[config.mk]
export PLATFORM = sky130hd
export DESIGN_NAME = mode_sequencer
export DESIGN_NICKNAME = d
export VERILOG_FILES = /design/src/rtl/mode_sequencer.sv
export SDC_FILE = /design/constraint.sdc
export NUM_CORES = 1
export LEC_CHECK = 0
export CAP_MARGIN = 0
export CORE_UTILIZATION = 47
export DETAILED_ROUTE_END_ITERATION = 10
export PLACE_DENSITY = 0.81
export RECOVER_POWER = 25
export SLEW_MARGIN = 25
export SYNTH_ARGS = -nofsm -noshare
export SYNTH_HDL_FRONTEND = slang
export SYNTH_SLANG_ARGS = --single-unit
[constraint.sdc]
create_clock -name clk -period 2.45 [get_ports clk]
set_clock_uncertainty 0.05 [all_clocks]
set_input_delay 0.49 -clock clk [delete_from_list [all_inputs] [get_ports clk]]
set_output_delay 0.49 -clock clk [all_outputs]
set_load 0.005 [all_outputs]
[src/rtl/mode_sequencer.sv]
// Mode sequencer for the sum / multiply / Gray-counter display datapath.
// Debounces the button, captures operands and steps WAIT -> SUM -> MUL -> GRAY.
module mode_sequencer #(
  parameter int unsigned DWELL_CYCLES    = 16,
  parameter int unsigned DEBOUNCE_CYCLES = 4,
  parameter int unsigned BLINK_DIV       = 8
) (
  input  logic       clk,
  input  logic       srst,
  input  logic       btn,
  input  logic       auto_mode,
  input  logic [2:0] x1,
  input  logic [2:0] x2,
  input  logic [3:0] sum_res,
  input  logic [5:0] mul_res,
  input  logic [3:0] gray_val,
  output logic [2:0] op_a,
  output logic [2:0] op_b,
  output logic       gray_en,
  output logic       gray_clr,
  output logic [1:0] mode,
  output logic       busy,
  output logic [7:0] y
);

  localparam int unsigned DW  = (DWELL_CYCLES > 2) ? $clog2(DWELL_CYCLES) : 1;
  localparam int unsigned DBW = $clog2(DEBOUNCE_CYCLES + 1);
  localparam int unsigned BW  = (BLINK_DIV > 2) ? $clog2(BLINK_DIV) : 1;

  typedef enum logic [1:0] {
    ST_WAIT = 2'd0,
    ST_SUM  = 2'd1,
    ST_MUL  = 2'd2,
    ST_GRAY = 2'd3
  } state_t;

  state_t           state_q, state_d;
  logic             sync1_q, sync1_d;
  logic             sync2_q, sync2_d;
  logic [DBW-1:0]   deb_cnt_q, deb_cnt_d;
  logic [DW-1:0]    dwell_q, dwell_d;
  logic [BW-1:0]    blink_cnt_q, blink_cnt_d;
  logic             blink_q, blink_d;
  logic [2:0]       op_a_q, op_a_d;
  logic [2:0]       op_b_q, op_b_d;
  logic             gray_en_q, gray_en_d;
  logic             gray_clr_q, gray_clr_d;
  logic             busy_q, busy_d;
  logic [7:0]       y_q, y_d;

  logic             btn_evt_c;
  logic             dwell_done_c;
  state_t           adv_state_c;

  // State and datapath registers
  always_ff @(posedge clk) begin
    if (srst) begin
      state_q     <= ST_WAIT;
      sync1_q     <= 1'b0;
      sync2_q     <= 1'b0;
      deb_cnt_q   <= '0;
      dwell_q     <= '0;
      blink_cnt_q <= '0;
      blink_q     <= 1'b0;
      op_a_q      <= '0;
      op_b_q      <= '0;
      gray_en_q   <= 1'b0;
      gray_clr_q  <= 1'b0;
      busy_q      <= 1'b0;
      y_q         <= '0;
    end else begin
      state_q     <= state_d;
      sync1_q     <= sync1_d;
      sync2_q     <= sync2_d;
      deb_cnt_q   <= deb_cnt_d;
      dwell_q     <= dwell_d;
      blink_cnt_q <= blink_cnt_d;
      blink_q     <= blink_d;
      op_a_q      <= op_a_d;
      op_b_q      <= op_b_d;
      gray_en_q   <= gray_en_d;
      gray_clr_q  <= gray_clr_d;
      busy_q      <= busy_d;
      y_q         <= y_d;
    end
  end

  // Next-state, debounce, blink and output logic
  always_comb begin
    state_d     = state_q;
    sync1_d     = btn;
    sync2_d     = sync1_q;
    deb_cnt_d   = deb_cnt_q;
    dwell_d     = dwell_q;
    blink_cnt_d = blink_cnt_q;
    blink_d     = blink_q;
    op_a_d      = op_a_q;
    op_b_d      = op_b_q;
    y_d         = '0;

    // Counter saturates at DEBOUNCE_CYCLES, so a held button hits the event value once
    btn_evt_c = sync2_q && (deb_cnt_q == DBW'(DEBOUNCE_CYCLES - 1));
    if (!sync2_q) begin
      deb_cnt_d = '0;
    end else if (deb_cnt_q != DBW'(DEBOUNCE_CYCLES)) begin
      deb_cnt_d = deb_cnt_q + DBW'(1);
    end

    dwell_done_c = (dwell_q == DW'(DWELL_CYCLES - 1));
    adv_state_c  = state_t'(2'(state_q) + 2'd1);

    case (state_q)
      ST_WAIT: begin
        if (btn_evt_c) state_d = ST_SUM;
      end
      ST_SUM, ST_MUL, ST_GRAY: begin
        if (!auto_mode) begin
          if (btn_evt_c) state_d = adv_state_c;
        end else if (btn_evt_c) begin
          state_d = ST_WAIT;
        end else if (dwell_done_c) begin
          state_d = adv_state_c;
        end else begin
          dwell_d = dwell_q + DW'(1);
        end
      end
      default: state_d = ST_WAIT;
    endcase

    if (state_d != state_q) dwell_d = '0;

    if (state_q == ST_WAIT && state_d == ST_SUM) begin
      op_a_d = x1;
      op_b_d = x2;
    end

    // Blink restarts low on each WAIT entry
    if (state_d == ST_WAIT && state_q != ST_WAIT) begin
      blink_cnt_d = '0;
      blink_d     = 1'b0;
    end else if (state_q == ST_WAIT) begin
      if (blink_cnt_q == BW'(BLINK_DIV - 1)) begin
        blink_cnt_d = '0;
        blink_d     = ~blink_q;
      end else begin
        blink_cnt_d = blink_cnt_q + BW'(1);
      end
    end

    gray_clr_d = (state_d == ST_GRAY) && (state_q != ST_GRAY);
    gray_en_d  = (state_d == ST_GRAY) && (state_q == ST_GRAY);
    busy_d     = (state_d != ST_WAIT);

    case (state_q)
      ST_WAIT: y_d = {7'b0, blink_q};
      ST_SUM:  y_d = {4'b0, sum_res};
      ST_MUL:  y_d = {2'b0, mul_res};
      ST_GRAY: y_d = {4'b0, gray_val};
      default: y_d = '0;
    endcase
  end

  assign op_a     = op_a_q;
  assign op_b     = op_b_q;
  assign gray_en  = gray_en_q;
  assign gray_clr = gray_clr_q;
  assign mode     = 2'(state_q);
  assign busy     = busy_q;
  assign y        = y_q;

endmodule

* After elaboration in Yosys (flattened, before gate mapping)
Index checks and enable logic that the tools add are counted.
Cells by class: reduce and logical (&&, ||, !) cells 15, bitwise gates (word level) 4, add/sub/neg operators 4, mux-type cells 8, eq/ne operators 11
Operators with widths (number):
- $pmux 8 s4 | 1
- $mux 2 | 5
- $add 3x1->3 const B | 2
- $eq 2x2->1 const B | 3
- $reduce_or 2->1 | 3
- $logic_and 1x1->1 | 5
- $add 4x1->4 const B | 1
- $eq 2x1->1 const B | 2
- $eq 4x4->1 const B | 1
- $logic_not 2->1 | 2
- $not 1->1 | 4
- $pmux 2 s2 | 1
- $reduce_and 4->1 | 1
- $reduce_bool 2->1 | 2
- $eq 3x2->1 const B | 1
- $eq 3x3->1 const B | 1
- $mux 3 | 1
- $ne 3x3->1 const B | 1
- $reduce_or 3->1 | 1
- $add 2x1->2 const B | 1
- $ne 2x2->1 | 1
- $ne 2x2->1 const B | 1
- $reduce_and 2->1 | 1
Storage, ports and cells: output and inout bits 19, input port bits 24, logic and storage cells 55, register bits after elaboration 32

* Logic depth before layout (Yosys ltp)
Gate-level depths: netlist of run 1.
depth in word-level cells 8, mapped depth 8, gate-level depth less buffers 8

* Worst setup path before layout of run 1
No wires, ideal clock.
kind flip-flop to flip-flop, start reg deb_cnt_q[0], end reg dwell_q[0], cell stages (with the launch flop) 9, period minus slack after synthesis 2.121 ns, library setup time 0.086 ns, required time 2.314 ns, buffers on the path 0, setup slack 0.329 ns, data arrival time 1.985 ns, cell sequence dfxtp_1 > ha_1 > ha_1 > nand2_1 > ha_1 > nor2b_1 > a22o_1 > o31a_1 > a211oi_1
On the way: longest elaborated chain between the ends 7, elaborated cells between the ends (all ways) 11, classes of those cells eq/ne (2); mux (5); bitwise (1); reduce/logical (3)
RTL lines:
- start: declaration | line 40 | logic [DBW-1:0] deb_cnt_q, deb_cnt_d;
- start signal: assignment | line 75 | deb_cnt_q <= deb_cnt_d;
- $eq 3x2->1 (*) | line 102 | btn_evt_c = sync2_q && (deb_cnt_q == DBW'(DEBOUNCE_CYCLES - 1));
- $logic_and 1x1->1 (*) | line 102
- $mux 2 (on tied branches) | line 118, 119
- $mux 2 | line 117 | if (!auto_mode) begin
- $pmux 2 s2 | line 112 | case (state_q)
- $ne 2x2->1 | line 130 | if (state_d != state_q) dwell_d = '0;
- $reduce_or 2->1 (no source line)
- end signal: assignment | line 76 | dwell_q <= dwell_d;
- end: declaration | line 41 | logic [DW-1:0] dwell_q, dwell_d;
Every way passes the cells marked *; elsewhere a longest branch is shown, timed or not. A chain may end at the register's enable or synchronous reset.

* Worst setup path in the final report of run 1
start reg deb_cnt_q[0], end reg blink_cnt_q[2]
On the way: longest elaborated chain between the ends 8, elaborated cells between the ends (all ways) 10, classes of those cells eq/ne (1); mux (5); reduce/logical (4)
RTL lines:
- $eq 3x2->1 (*) | line 102
- $logic_and 1x1->1 (*) | line 102
- $mux 2 (on tied branches) | line 118, 119
- $mux 2 | line 117
- $pmux 2 s2 (*) | line 112
- $logic_not 2->1 (*) | line 138 | if (state_d == ST_WAIT && state_q != ST_WAIT) begin
- $logic_and 1x1->1 (*) | line 138
- $reduce_or 2->1 (no source line) (*)
- end signal: assignment | line 77 | blink_cnt_q <= blink_cnt_d;
- end: declaration | line 42 | logic [BW-1:0] blink_cnt_q, blink_cnt_d;
Marked as above.

==> metrics.md, run 1 <==
| Metric | Value |
|---|---|
| Top post-synthesis cells by count | dfxtp_1, ha_1, nor2_1, inv_1 |
| Synth cell types | 39 |
| Width of the die | 58.6 um |
| IO Port Bufs | 40 |
| Final #Nets | 244 |
| Synth top area share | 0.399 |
| CTS tree | built |
| Synth Flop Type | dfxtp_1 |
| #FFs+latches synth | 30 |
| Area contributors post-synth | dfxtp_1, ha_1, mux2i_1 |
| Post-CTS Hold Fix Bufs | 0 |
| Asr flop ratio synth | 0 |
| CTS buffer count | 5 |
| LEAKAGE | 0.806 nW |
| CORE AREA | 0.00305 sq mm |
| Max_slew headroom | 0.672 |
| Tightest Pin Transition | 488 ps |
| Critical path class | reg2reg |
| Hold depth | 1 |
| CP endpoint kind | register |
| Setup_tns | 0 ps |
| Pwr per Cell Area | 548 mW/mm^2 |
| Clock transition at path regs | 90 ps |
| Total grt overflow | 0 |
| Synth area leader | dfxtp_1 |
| DR WL/cell | 14.0 um |
| Mean cell area of the mapped netlist | 9.36 sq um |
| Setup Buffers After CTS | 0 |
| Initial antenna violation count | 0 |
| CP required | 2600 ps |
| Hold Violations, Final | 0 |
| RSZ-0062 raised after global routing | no |
| Seq/Total Area, Yosys | 0.399 |
| Antenna viol nets, final | 0 |
| First-pass GRT wire length | 5850 um |
| Final worst path period need | 2300 ps |
| Pwr Total | 1.11 mW |
| Final Util | 0.665 |
| Ant. Diodes | 0 |
| Total track usage | 0.228 |
| Slew Viols, Final | 0 |
| Dpl hpwl | 2640 um |
| Status | finished clean |
| Ports | 43 |
| Mapped Cells | 161 |
| Placer Congestion | 0.971 |
| Critical Path AT | 2450 ps |
| Share of layout cells above drive strength 1 | 0.0861 |
| Hold Crit Class | reg2reg |
| Worst r2r path cells | 9 |
| Area growth from synthesis to layout | 34.7% |
| Detailed Routing Iterations Pass 1 | 4 |
| Final worst setup slack | 150 ps |
| Die area | 0.00344 sq mm |
| CTS root buf | clkbuf_4 |
| Resized cells post-CTS | 0 |
| Row cnt | 20 |
| Ys Warns | 0 |
| Worst-skew pair later-pin latency | 330 ps |
| Initial drt markers | 48 |
| Buffer levels on the longest clock path | 2 |
| CP Launch Type | register |
| Max-Cap Viols | 0 |
| Number of global-route vias before repair | 1343 |
| Pre-CTS WS | 195 ps |
| Post-Syn Area | 0.00151 sq mm |
| Highest net fanout along the worst path | 5 |
| Initial Util | 0.493 |
| Die H | 58.6 um |
| Routed WL | 3540 um |
| Achievable clock frequency | 435 MHz |
| Clock sinks | 30 |
| Vias per std cell | 5.27 |
| Most frequent cell after synthesis | dfxtp_1 |
| Vias | 1334 |
| EDFF count, synth | 0 |
| VDD IR max | 0.367 mV |
| Largest net degree at the start of global routing | 24 |
| DRC errors left | 0 |
| Final Cycle Share | 0.939 |
| Finish-stage setup viols | 0 |
| H-tree Lvls | 2 |
-- cells by family after synthesis --
| logic type | count (synthesis) | synth area share |
|---|---|---|
| compound gates | 38 | 0.189 |
| flops | 30 | 0.399 |
| other cells | 1 | 0.00249 |
| buf+inv | 18 | 0.0548 |
| xor+xnor | 6 | 0.0349 |
| mux | 8 | 0.0532 |
| simple gates | 48 | 0.168 |
| fa+ha+maj | 12 | 0.0997 |
-- state kept, by name, indices dropped and copies added, names as in the netlist --
| register | count |
|---|---|
| y | 6 |
| dwell_q | 4 |
| blink_cnt_q | 3 |
| deb_cnt_q | 3 |
| op_a | 3 |
| op_b | 3 |
| mode | 2 |
| blink_q | 1 |
| busy | 1 |
| gray_clr | 1 |
| gray_en | 1 |
| sync1_q | 1 |
| sync2_q | 1 |
-- per-stage QoR --
step / hold slack, ps / instance area [sq um] / std cells
5_1_grt: 435 / 2030 / 253
4_1_cts: 418 / 2030 / 253
3_5_place_dp: 401 / 1970 / 245
6_report: 413 / 2030 / 253
3_3_place_gp: 378 / 1970 / 245
2_1_floorplan: 364 / 1510 / 162
-- per-layer routing --
metal | global-route usage | vias to the layer above | share of wire
met1 | 0.262 | 614 | 0.43
met4 | 0.0884 | 0 | 0.012
met5 | 0 | - | 0
met2 | 0.394 | 44 | 0.50
met3 | 0.0725 | 7 | 0.053
li1 | - | 669 | -
-- worst paths after layout --
kind                             startpoint  slack, ps                     endpoint
setup reg to reg  deb_cnt_q[0]$_SDFFE_PP0P_        150  blink_cnt_q[2]$_SDFFE_PP0P_
setup / recovery  deb_cnt_q[0]$_SDFFE_PP0P_        150  blink_cnt_q[2]$_SDFFE_PP0P_
hold reg to reg          sync1_q$_SDFF_PP0_        410           sync2_q$_SDFF_PP0_
hold / removal           sync1_q$_SDFF_PP0_        410           sync2_q$_SDFF_PP0_
-- layout by cell type, fill, tap and decap left out, types with 3 or more instances in the layout --
master           netlist  final
a211oi_1               4      4
a21oi_1                6      6
a222oi_1               4      4
a31oi_1                4      4
and3b_1                3      3
buf_4                  2      6
clkbuf_4               0      5
clkdlybuf4s50_1        0     38
dfxtp_1               30     30
ha_1                  12     12
inv_1                 10     10
mux2i_1                8      8
nand2_1                8      8
nand2b_1               5      5
nand3_1                4      4
nor2_1                12     12
nor2b_1                3      3
nor3_1                 6      6
o21ai_0                7      7
xnor2_1                3      3
xor2_1                 3      3
-- worst max-delay path: stages (launching register included) --
cell and delay [ps]:
dfxtp_1 390, ha_1 170, ha_1 270, nand2_1 150, ha_1 310, nor2b_1 160
o31a_1 240, o21ai_1 180, buf_4 180, a31oi_1 80
-- where the power goes --
part	leakage, nW	total [mW]	switching [mW]	internal (mW)
clock network	0.0353	0.308	0.169	0.139
registers	0.243	0.555	0.0300	0.525
logic	0.528	0.249	0.118	0.131
-- cell type report --
type / instances / area (sq um)
Fill cell: 265 / 1020
Inverter: 10 / 37.5
Sequential cell: 30 / 601
Clock inverter: 1 / 5.00
Tap cell: 44 / 55.1
Multi-Input combinational cell: 114 / 827
Timing Repair Buffer: 47 / 449
Clock buffer: 7 / 55.1
Note: power is estimated with default switching activity, not from simulation.
==> run 2: changes to the inputs <==
--- a/config.mk
+++ b/config.mk
@@ -6,9 +6,9 @@
 export NUM_CORES = 1
 export LEC_CHECK = 0
 export CAP_MARGIN = 0
-export CORE_UTILIZATION = 47
+export CORE_UTILIZATION = 50
 export DETAILED_ROUTE_END_ITERATION = 10
-export PLACE_DENSITY = 0.81
+export PLACE_DENSITY = 0.85
 export RECOVER_POWER = 25
 export SLEW_MARGIN = 25
 export SYNTH_ARGS = -nofsm -noshare
==> constraint.sdc (replaced) <==
create_clock -name clk -period 2.9 [get_ports clk]
set_clock_uncertainty 0.05 [all_clocks]
set_input_delay 0.58 -clock clk [delete_from_list [all_inputs] [get_ports clk]]
set_output_delay 0.58 -clock clk [all_outputs]
set_load 0.005 [all_outputs]
==> run 2 against run 1 <==
Global-route usage rose by 1.2 points; via count fell by 0.52%; hold slack got worse by 18 ps; clock-buffer cell count did not move; design area fell by 2.7%; utilization rose by 4.0 points; maximum frequency fell by 3.8%; largest cell class unchanged; sequential power fell by 16%; first-iteration DRC count rose by 19%; cell count fell by 7.1%; total power fell by 16%; setup slack improved by 360 ps.
==> metrics.md, run 2 (synthesized netlist as in run 1, its figures left out) <==
| Metric | Value |
|---|---|
| Status | finished clean |
| M1 WL | 1500 um (-1.8%) |
| Hold Crit Class | reg2reg |
| CP required | 3030 ps (+430 ps) |
| CTS root buf | clkbuf_4 |
| Post-CTS Hold Fix Bufs | 0 (unchanged) |
| CP endpoint kind | register |
| Max FFs per register | 6 (unchanged) |
| CORE AREA | 0.00281 sq mm (-8.1%) |
| Max_slew headroom | 0.311 (-0.361) |
| Clock sinks | 30 (unchanged) |
| Routed WL | 3490 um (-1.2%) |
| Final worst setup slack | 510 ps (+359 ps) |
| CTS buffer count | 5 (unchanged) |
| Post-route design area | 0.00198 sq mm (-2.7%) |
| Buffer levels on the longest clock path | 2 (unchanged) |
| Finish-stage setup viols | 0 (unchanged) |
| Highest net fanout along the worst path | 7 (+2) |
| Ports | 43 (unchanged) |
| Highest-count cells in the layout ignoring fill and taps | clkdlybuf4s50_1, dfxtp_1, nor2_1, ha_1, inv_1 |
| Share of layout cells above drive strength 1 | 0.0637 (-0.0224) |
| First-pass GRT wire length | 5800 um (-0.94%) |
| Final #Nets | 239 (-2.0%) |
| CTS tree | built |
| Final worst path period need | 2390 ps (+90.5 ps) |
| Pwr per Cell Area | 475 mW/mm^2 (-13%) |
| WL met3 | 135 um (-28%) |
| Total track usage | 0.240 (+0.0121) |
| Initial antenna violation count | 0 (unchanged) |
| Slew Viols, Final | 0 (unchanged) |
| Commonest non-fill, non-tap cell in the layout | clkdlybuf4s50_1 |
| CP Launch Type | register |
| DRC errors left | 0 (unchanged) |
| Row cnt | 19 (-5.0%) |
| Total grt overflow | 0 (unchanged) |
| WL met2 | 1790 um (+0.73%) |
| Setup Buffers After CTS | 0 (unchanged) |
| Area post-placement | 0.00192 sq mm (-2.7%) |
| VDD IR max | 0.312 mV (-15%) |
| Die area | 0.00324 sq mm (-5.8%) |
| LEAKAGE | 0.782 nW (-3.0%) |
| Ant. Diodes | 0 (unchanged) |
| Width of the die | 56.9 um (-2.9%) |
| Area growth from synthesis to layout | 31.1% |
| Die H | 56.9 um (-2.9%) |
| Tightest Pin Transition | 1030 ps (+546 ps) |
| Max-Cap Viols | 0 (unchanged) |
| Pwr Total | 0.939 mW (-16%) |
| Placer Congestion | 0.844 (-13%) |
| Fillcell total | 229 (-14%) |
| Setup_tns | 0 ps (unchanged) |
| Detailed Routing Iterations Pass 1 | 5 (+1) |
| Antenna viol nets, final | 0 (unchanged) |
| IO Port Bufs | 40 (unchanged) |
| Dpl hpwl | 2560 um (-2.9%) |
| Critical path class | reg2reg |
| Worst-skew pair later-pin latency | 330 ps (about the same) |
| Clock transition at path regs | 90 ps (about the same) |
| DR WL/cell | 14.9 um (+6.3%) |
| Largest net degree at the start of global routing | 24 (unchanged) |
| Pre-CTS WS | 543 ps (+348 ps) |
| Vias | 1327 (-0.52%) |
| Achievable clock frequency | 418 MHz (-3.8%) |
| Hold Violations, Final | 0 (unchanged) |
| Hold_ws | 395 ps (-18.1 ps) |
| Vias per std cell | 5.65 (+7.1%) |
| Critical Path AT | 2520 ps (+70 ps) |
| Number of global-route vias before repair | 1282 (-4.5%) |
| Final Cycle Share | 0.824 (-0.114) |
| Initial Util | 0.537 (+0.0436) |
| Initial drt markers | 57 (+19%) |
| RSZ-0062 raised after global routing | no |
| Resized cells post-CTS | 0 (unchanged) |
| H-tree Lvls | 2 (unchanged) |
| Top sig layer | met4 |
[run 2: worst paths after layout]
kind              slack [ps]  cells after the start              endpoint                      start
setup / recovery         510                      8  blink_q$_SDFFE_PP0P_  deb_cnt_q[0]$_SDFFE_PP0P_
hold / removal           400                      1    sync2_q$_SDFF_PP0_         sync1_q$_SDFF_PP0_
setup reg to reg         510                      8  blink_q$_SDFFE_PP0P_  deb_cnt_q[0]$_SDFFE_PP0P_
hold reg to reg          400                      1    sync2_q$_SDFF_PP0_         sync1_q$_SDFF_PP0_
[run 2: worst max-delay path, cell delays in order (launching register included)]
cell	delay (ps)
dfxtp_1	390
ha_1	160
ha_1	250
nand2_1	220
ha_1	340
nor2b_1	160
o31a_1	240
o21ai_1	240
o311ai_0	180
[run 2: per-stage QoR]
stage                     instances  utilization
after floorplan                 162            -
after global placement          227        0.684
after detailed placement        227        0.684
after CTS                       235        0.706
after global routing            235        0.704
final                           235        0.704
[run 2: cell type report]
cell class	count	area [sq um]	share of cell area
clock buffer	7	55.1	0.0279
clock inverter	1	5.00	0.00253
inverter	10	37.5	0.0190
multi-input combinational	114	827	0.419
sequential	30	601	0.304
tap	31	38.8	0.0196
timing repair buffer	42	412	0.208
[run 2: report_power, final]
part           internal (mW)  leakage, nW  switching, mW
sequential             0.444        0.243         0.0232
combinational          0.107        0.504         0.0998
clock                  0.117       0.0353          0.149
[run 2: routing by layer]
metal,vias up,global-route usage
met5,-,0
met4,0,0.125
met3,8,0.0853
met2,30,0.387
met1,630,0.278
li1,659,-
==> run 3: changes to the inputs <==
--- a/config.mk
+++ b/config.mk
@@ -6,9 +6,9 @@
 export NUM_CORES = 1
 export LEC_CHECK = 0
 export CAP_MARGIN = 0
-export CORE_UTILIZATION = 50
+export CORE_UTILIZATION = 42
 export DETAILED_ROUTE_END_ITERATION = 10
-export PLACE_DENSITY = 0.85
+export PLACE_DENSITY = 0.77
 export RECOVER_POWER = 25
 export SLEW_MARGIN = 25
 export SYNTH_ARGS = -nofsm -noshare
==> constraint.sdc (replaced) <==
create_clock -name clk -period 2 [get_ports clk]
set_clock_uncertainty 0.05 [all_clocks]
set_input_delay 0.4 -clock clk [delete_from_list [all_inputs] [get_ports clk]]
set_output_delay 0.4 -clock clk [all_outputs]
set_load 0.005 [all_outputs]
==> run 3 against run 2 <==
Sequential power up 44%; non-clock buffer count up 15; cell count up 13%; highest routed layer unchanged.
==> metrics.md, run 3 (synthesized netlist as in run 1, its figures left out) <==
| Metric | Value |
|---|---|
| Final worst path period need | 1930 ps (-461 ps) |
| Share of layout cells above drive strength 1 | 0.201 (+0.137) |
| Final #Nets | 254 (+6.3%) |
| Finish-stage setup viols | 0 (unchanged) |
| Internal power | 1.00 mW (+50%) |
| Die H | 61.9 um (+8.8%) |
| Achievable clock frequency | 518 MHz (+24%) |
| Hold Crit Class | reg2reg |
| Dpl hpwl | 2760 um (+7.8%) |
| Highest-count cells in the layout ignoring fill and taps | clkdlybuf4s50_1, dfxtp_1, buf_4, nor2_1, inv_1 |
| CP required | 2220 ps (-810 ps) |
| H-tree Lvls | 2 (unchanged) |
| Worst r2r src | deb_cnt_q[0]$_SDFFE_PP0P_ |
| Slew Viols, Final | 0 (unchanged) |
| Post-CTS Hold Fix Bufs | 0 (unchanged) |
| Fillcell total | 259 (+13%) |
| First-pass GRT wire length | 5660 um (-2.4%) |
| Sw frac | 0.291 (+0.00239) |
| Initial drt markers | 70 (+23%) |
| Max-Cap Viols | 0 (unchanged) |
| Commonest non-fill, non-tap cell in the layout | clkdlybuf4s50_1 |
| Row cnt | 21 (+2) |
| Final Cycle Share | 0.965 (+0.140) |
| IO Port Bufs | 40 (unchanged) |
| Critical path class | reg2reg |
| Vias | 1379 (+3.9%) |
| Vias per std cell | 5.20 (-7.8%) |
| Flop pwr share | 0.475 (-0.022) |
| Hold endpoint | sync2_q$_SDFF_PP0_ |
| CTS tree | built |
| Largest stage delay on the critical path | 360 ps (-30 ps) |
| Initial antenna violation count | 0 (unchanged) |
| Hold Startpoint | sync1_q$_SDFF_PP0_ |
| Setup_tns | 0 ps (unchanged) |
| Pwr Total | 1.41 mW (+51%) |
| Worst r2r path cells | 8 (unchanged) |
| Crit-path slowest cell | o31a_1 |
| DR WL/cell | 13.9 um (-6.4%) |
| Detailed Routing Iterations Pass 1 | 4 (-1) |
| CTS buffer count | 5 (unchanged) |
| Status | finished clean |
| Critical path, cell by cell | ha_4, ha_4, nand2_4, ha_4, nor2b_4, a22o_1, o31a_1, a211oi_2 |
| Setup Buffers After CTS | 0 (unchanged) |
| Buffer levels on the longest clock path | 2 (unchanged) |
| Routed WL | 3690 um (+5.5%) |
| Clock sinks | 30 (unchanged) |
| Antenna viol nets, final | 0 (unchanged) |
| CORE AREA | 0.00339 sq mm (+21%) |
| Initial Util | 0.444 (-0.0926) |
| Total grt overflow | 0 (unchanged) |
| Number of global-route vias before repair | 1303 (+1.6%) |
| Most used cell, CP | ha_4 |
| DRC errors left | 0 (unchanged) |
| Hold Violations, Final | 0 (unchanged) |
| Area growth from synthesis to layout | 48.6% |
| Clock power frac | 0.271 (-0.012) |
| Max FFs per register | 6 (unchanged) |
| VDD IR max | 0.420 mV (+35%) |
| Critical Path AT | 2150 ps (-370 ps) |
| CP endpoint kind | register |
| Width of the die | 61.9 um (+8.8%) |
| Total track usage | 0.209 (-0.0311) |
| Largest net degree at the start of global routing | 18 (-25%) |
| Ant. Diodes | 0 (unchanged) |
| Clock transition at path regs | 90 ps (about the same) |
| R2R Path End | dwell_q[1]$_SDFFE_PP0P_ |
| Pwr per Cell Area | 632 mW/mm^2 (+33%) |
| Hold depth | 1 (unchanged) |
| LEAKAGE | 0.891 nW (+14%) |
| Switching power | 0.412 mW (+52%) |
| Ports | 43 (unchanged) |
| Highest net fanout along the worst path | 4 (-3) |
| Placer Congestion | 0.893 (+5.9%) |
| CTS root buf | clkbuf_4 |
| FF-to-FF setup slack | 70 ps (-440 ps) |
| Die area | 0.00383 sq mm (+18%) |
| CP Launch Type | register |
| Worst-skew pair later-pin latency | 340 ps (about the same) |
| Comb pwr share | 0.254 (+0.034) |
## run 3: cell type report
class	count	area [sq um]	share of cell area
multi-input cells	114	945	0.422
repair buffers	57	532	0.238
inverters	10	37.5	0.0168
flip-flops and latches	30	603	0.269
clock buffers	6	51.3	0.0229
well taps	46	57.6	0.0257
clock inverters	2	12.5	0.00559
## run 3: worst max-delay path: cells and delay by family, from the launching register on
| kind | cells | cell delay (ps) |
|---|---|---|
| fa+ha+maj | 3 | 520 |
| flops | 1 | 340 |
| compound gates | 3 | 740 |
| simple gates | 2 | 210 |
## run 3: worst max-delay path by stage
| stage | startpoint | end | slack [ps] | cells past startpoint |
|---|---|---|---|---|
| floorplan | deb_cnt_q[0]$_SDFFE_PP0P_ | dwell_q[0]$_SDFFE_PP0P_ | 4 | 8 |
| finish | deb_cnt_q[0]$_SDFFE_PP0P_ | dwell_q[1]$_SDFFE_PP0P_ | 70 | 8 |
| global route | deb_cnt_q[0]$_SDFFE_PP0P_ | dwell_q[1]$_SDFFE_PP0P_ | -5 | 8 |
| CTS | deb_cnt_q[0]$_SDFFE_PP0P_ | dwell_q[0]$_SDFFE_PP0P_ | 2 | 8 |
| global placement | auto_mode | dwell_q[0]$_SDFFE_PP0P_ | -8 | 5 |
| detailed placement | auto_mode | blink_q$_SDFFE_PP0P_ | -120 | 5 |
## run 3: metrics by stage
stage	cells	util	instance area (sq um)	worst slack, ps	hold WS [ps]
final	265	0.660	2240	70.6	392
after global routing	265	0.660	2240	-5.01	412
after CTS	265	0.632	2140	2.16	394
after detailed placement	257	0.609	2070	-117	370
after global placement	257	0.609	2070	-8.11	366
after floorplan	162	-	1530	4.23	364
## run 3: power by group through the flow
| stage | Combinational [mW] | Sequential (mW) | Clock, mW |
|---|---|---|---|
| floorplan | 0.184 | 0.684 | 0 |
| global placement | 0.309 | 0.682 | 0 |
| detailed placement | 0.323 | 0.684 | 0 |
| CTS | 0.334 | 0.672 | 0.397 |
| global route | 0.396 | 0.678 | 0.431 |
| finish | 0.359 | 0.672 | 0.384 |
## run 3: layer usage
metal  vias up  wire length (um)  track usage
met5         -                 0            0
met4         0                69        0.102
met3         7               122       0.0683
met2        29              1900        0.355
met1       654              1590        0.236
li1        689                 -            -
## run 3: timing repair
action	4_1_cts	5_1_grt
endpoints found under the setup margin	6	14
cloned	0	0
gates resized for setup	4	17
pin swaps	3	4
